`config.mk`:
```
export PLATFORM = sky130hd
export DESIGN_NAME = mux_scan_ctrl
export DESIGN_NICKNAME = d
export VERILOG_FILES = /design/src/rtl/mux_scan_ctrl.sv
export SDC_FILE = /design/constraint.sdc
export NUM_CORES = 1
export LEC_CHECK = 0
export CORE_AREA = 2 2 54 56
export DETAILED_ROUTE_END_ITERATION = 10
export DIE_AREA = 0 0 56 58
export PLACE_DENSITY = 0.72
export SETUP_SLACK_MARGIN = 0.05
export SYNTH_ARGS = -nofsm -noshare
export SYNTH_HDL_FRONTEND = slang
export SYNTH_SLANG_ARGS = --single-unit
```
`constraint.sdc`:
```
create_clock -name clk -period 2.4 [get_ports clk]
set_input_delay 0.48 -clock clk [delete_from_list [all_inputs] [get_ports clk]]
set_output_delay 0.48 -clock clk [all_outputs]
set_load 0.01 [all_outputs]
```
`src/rtl/mux_scan_ctrl.sv`:
```
// mux_scan_ctrl: steps a 2-bit select across a downstream 4:1 mux, holding each
// select for HOLD cycles. It captures the looped-back mux output into a word and
// compares that word against the data it presented to the mux.
module mux_scan_ctrl #(
  parameter int unsigned HOLD = 1
) (
  input  logic       clk,
  input  logic       rst_n,
  input  logic       start,
  input  logic [3:0] data_in,
  input  logic       mux_out,
  output logic [1:0] sel,
  output logic [3:0] mux_in,
  output logic       busy,
  output logic       bit_valid,
  output logic [3:0] captured,
  output logic       done,
  output logic       match
);

  localparam int unsigned CNT_W = 4;
  localparam logic [CNT_W-1:0] HOLD_LAST = CNT_W'(HOLD - 1);

  typedef enum logic [1:0] {
    IDLE = 2'd0,
    SCAN = 2'd1,
    DONE = 2'd2
  } state_e;

  state_e           state_q, state_d;
  logic [1:0]       sel_q, sel_d;
  logic [3:0]       mux_in_q, mux_in_d;
  logic [CNT_W-1:0] hold_q, hold_d;
  logic [3:0]       captured_q, captured_d;
  logic             match_q, match_d;
  logic             sample;

  // Last cycle of a select hold: mux_out is settled and gets sampled on this edge
  assign sample = (state_q == SCAN) && (hold_q == HOLD_LAST);

  // State register and datapath flops
  always_ff @(posedge clk or negedge rst_n) begin
    if (!rst_n) begin
      state_q    <= IDLE;
      sel_q      <= 2'd0;
      mux_in_q   <= 4'd0;
      hold_q     <= '0;
      captured_q <= 4'd0;
      match_q    <= 1'b0;
    end else begin
      state_q    <= state_d;
      sel_q      <= sel_d;
      mux_in_q   <= mux_in_d;
      hold_q     <= hold_d;
      captured_q <= captured_d;
      match_q    <= match_d;
    end
  end

  // Next-state and datapath update
  always_comb begin
    state_d    = state_q;
    sel_d      = sel_q;
    mux_in_d   = mux_in_q;
    hold_d     = hold_q;
    captured_d = captured_q;
    match_d    = match_q;
    case (state_q)
      IDLE: begin
        if (start) begin
          mux_in_d   = data_in;
          sel_d      = 2'd0;
          hold_d     = '0;
          captured_d = 4'd0;
          match_d    = 1'b0;
          state_d    = SCAN;
        end
      end
      SCAN: begin
        if (sample) begin
          captured_d[sel_q] = mux_out;
          hold_d            = '0;
          sel_d             = sel_q + 2'd1;
          if (sel_q == 2'd3) begin
            state_d = DONE;
          end
        end else begin
          hold_d = hold_q + CNT_W'(1);
        end
      end
      DONE: begin
        match_d = (captured_q == mux_in_q);
        state_d = IDLE;
      end
      default: begin
        state_d = IDLE;
      end
    endcase
  end

  // Output decode from registered state
  assign sel       = sel_q;
  assign mux_in    = mux_in_q;
  assign captured  = captured_q;
  assign match     = match_q;
  assign busy      = (state_q == SCAN) || (state_q == DONE);
  assign done      = (state_q == DONE);
  assign bit_valid = sample;

endmodule
```
==> metrics.md <==
| Metric | Value |
|---|---|
| Nets | 143 |
| Aggregate negative setup slack | 0 ns |
| Largest net degree at the start of global routing | 18 |
| Violation count after the first detailed-routing iteration | 15 |
| Via density per instance | 5.277 |
| Overall Global Routing Usage | 0.1412 |
| Worst relative slew slack | 0.6940 |
| Root Buffer | sky130_fd_sc_hd__clkbuf_4 |
| Worst path required time | 1.92 ns |
| Final Critical Period | 2.248 ns |
| Die Footprint | 3248 um2 |
| Routability-driven placement congestion ratio | 0.8169 |
| Number of buffers created by CTS | 3 |
| Actual transition at the worst max-transition pin | 0.4560 ns |
| Maximum operating frequency | 444.9 MHz |
| Outcome | finished, final reports clean |
| Number of buffers added on ports | 21 |
| Max Clock Skew | 0.003981 ns |
| First-pass GRT wire length | 3.650 mm |
| Final Max Tran Viols | 0 |
| Reg-to-Reg End | hold_q[2] |
| Number of warnings issued by yosys | 0 |
| Layout overhead on the synthesized area | 29.43% |
| Fraction of layout cells with a size suffix above 1 | 0.1532 |
| Flop and latch count out of synthesis | 17 |
| Lkg Pwr | 0.0006181 uW |
| Largest cells by area after synthesis | sky130_fd_sc_hd__dfrtp_1 42%, sky130_fd_sc_hd__ha_1 12%, sky130_fd_sc_hd__a22o_1 9.4%, sky130_fd_sc_hd__mux2_2 5.5%, sky130_fd_sc_hd__inv_1 2.6% |
| Most common cell after layout, fill and taps aside | sky130_fd_sc_hd__clkdlybuf4s50_1 |
| Via count of the first global-routing pass | 825 |
| Num ports | 22 |
| Number of optimization iterations in the first detailed-route pass | 4 |
| Die outline width | 56 um |
| Depth of the worst register-to-register path | 6 |
| Antenna violations before repair | 0 |
| Synth area leader | sky130_fd_sc_hd__dfrtp_1 |
| Pre-CTS WS | 0.3815 ns |
| Count of antenna diodes in the layout | 0 |
| Portion of the clock cycle consumed by the worst path in the final layout | 0.9365 |
| Unrepaired setup endpoints after global routing | no |
| Data arrival time of the worst path | 1.77 ns |
| Post-CTS Hold Fix Bufs | 0 |
| Total power per unit cell area | 1166 nW/um2 |
| Residual DRC | 0 |
| Vias | 818 |
| Most frequent cells in the layout | 21 x sky130_fd_sc_hd__clkdlybuf4s50_1, 17 x sky130_fd_sc_hd__dfrtp_1, 11 x sky130_fd_sc_hd__a22o_1, 10 x sky130_fd_sc_hd__ha_1 |
| Worst Setup Path Type | reg2out |
| Clock Sink Count | 17 |
| CTS tree | built |
| IR Drop Worst-Case VDD | 803.0 uV |
| Initial standard-cell utilization of the core | 0.3849 |
| Number of nets still failing antenna checks after routing | 0 |
| Core area | 2663 um2 |
| Final setup viols | 0 |
| Maximum net fanout on the critical path | 4 |
| Maximum buffer depth of the clock tree | 2 |
| Type of element launching the critical path | flip-flop |
| Number of instances in the synthesized netlist | 96 |
| # H-tree levels | 1 |
| DP HPWL | 1.619 mm |
| Distinct cells, synth | 30 |
| CP Capture Type | output pin |
| Sequential share of the synthesized area | 0.4151 |
| Final worst setup slack | 0.1523 ns |
| Critical R2R Launch | state_q[0] |
| Max-cap violations | 0 |
| Worst hold path class | in2async |
| Clock transition at the registers of the reported paths | 0.10 ns |
| Endpoints failing hold | 0 |
| R2R setup slack | 0.65 ns |
| Clock latency of the later-clocked register in the worst-skew pair | 0.28 ns |
| Vertical extent of the die | 58 um |
| Syn Nets | 114 |
| Detailed-route wire length | 2.119 mm |
| Mean Syn Cell Area | 10.67 um2 |
| Share of the synthesized area in the top cell type | 0.4151 |
| Number of rows in the core area | 19 |
| Average wire per cell in the routed design | 13.67 um |
| Post-synthesis cell area | 1025 um2 |
| Total congestion overflow | 0 |
[repair_timing]
action,CTS,global route
endpoints found under the setup margin,0,1
hold endpoints to repair,0,0
buffers inserted,0,3
gates resized for setup,0,0
[state kept, by name (all words and copies together), names as in the netlist]
register	count
captured	4
hold_q	4
match	1
mux_in	4
sel	2
state_q	2
[where the power goes]
group	switching, uW	internal (uW)
logic	441	474
clock network	86.4	64.4
registers	97.9	382
[worst max path at each step]
stage                    start          end  slack (ns)  cells past startpoint
detailed placement       start  captured[1]        0.38                      5
floorplan           state_q[1]    bit_valid        0.62                      5
global placement         start  captured[1]        0.39                      5
global route         hold_q[1]    bit_valid        0.05                      5
finish               hold_q[0]    bit_valid        0.15                      5
CTS                  hold_q[0]    bit_valid        0.12                      5
[metal layers]
layer,vias to the layer above,share of wire,wire (um),GRT usage
li1,403,-,-,-
met1,387,0.44,931,0.1716
met2,26,0.49,1044,0.2538
met3,2,0.063,133,0.03571
met4,0,0.0047,10,0.03061
met5,-,0,0,0
[Yosys cell counts]
library cell and n:
sky130_fd_sc_hd__dfrtp_1 17, sky130_fd_sc_hd__a22o_1 11, sky130_fd_sc_hd__ha_1 10, sky130_fd_sc_hd__inv_1 7, sky130_fd_sc_hd__nand2_1 7, sky130_fd_sc_hd__mux2_2 5, sky130_fd_sc_hd__o21ai_0 5, sky130_fd_sc_hd__nor3_1 3
sky130_fd_sc_hd__xor2_1 3, sky130_fd_sc_hd__a21oi_1 2, sky130_fd_sc_hd__and3_2 2, sky130_fd_sc_hd__clkbuf_1 2, sky130_fd_sc_hd__nand2b_1 2, sky130_fd_sc_hd__nand3_1 2, sky130_fd_sc_hd__nor2_1 2, sky130_fd_sc_hd__nor2b_1 2
sky130_fd_sc_hd__a32o_1 1, sky130_fd_sc_hd__and2_2 1, sky130_fd_sc_hd__buf_6 1, sky130_fd_sc_hd__mux2i_1 1, sky130_fd_sc_hd__nand2_4 1, sky130_fd_sc_hd__nand4_1 1, sky130_fd_sc_hd__nor3b_1 1, sky130_fd_sc_hd__nor3b_4 1
sky130_fd_sc_hd__o2111ai_1 1, sky130_fd_sc_hd__o21ai_1 1, sky130_fd_sc_hd__o22a_1 1, sky130_fd_sc_hd__o31ai_1 1, sky130_fd_sc_hd__or3_1 1, sky130_fd_sc_hd__xnor2_1 1
[area by class of cell]
class	count	area, um2
fill	261	1336
timing repair buffer	27	255.2
tap	31	38.79
sequential	17	425.4
inverter	7	26.28
clock buffer	4	26.28
multi-input combinational	69	554.3
[kinds of logic (layout without fill, tap and decap cells)]
group | Yosys count | after routing | synth area share
AOI/OAI and AO/OA | 23 | 23 | 0.1673
muxes | 6 | 6 | 0.06471
xor gates and xnor gates | 4 | 4 | 0.03419
buffers and inverters | 10 | 38 | 0.04396
DFF | 17 | 17 | 0.4151
adders and majority gates | 10 | 10 | 0.1221
and+or+nand+nor | 26 | 26 | 0.1526
[stage by stage]
stage | area [um2] | std cells | power, uW | hold WS (ns) | utilization
after floorplan | 1025 | 96 | 1032 | 0.1844 | -
after global placement | 1277 | 148 | 1380 | 0.4869 | 0.4798
after detailed placement | 1277 | 148 | 1403 | 0.5033 | 0.4798
after CTS | 1304 | 152 | 1562 | 0.5140 | 0.4897
after global routing | 1326 | 155 | 1681 | 0.5316 | 0.4981
final | 1326 | 155 | 1546 | 0.5128 | 0.4981
[worst max-delay path: stages, from the launching register on]
cell and delay [ns]:
sky130_fd_sc_hd__dfrtp_1 0.42, sky130_fd_sc_hd__inv_1 0.07, sky130_fd_sc_hd__ha_1 0.14, sky130_fd_sc_hd__nor3b_4 0.17, sky130_fd_sc_hd__and2_2 0.16, sky130_fd_sc_hd__clkdlybuf4s50_1 0.54
Power figures use the tool's default switching activity.
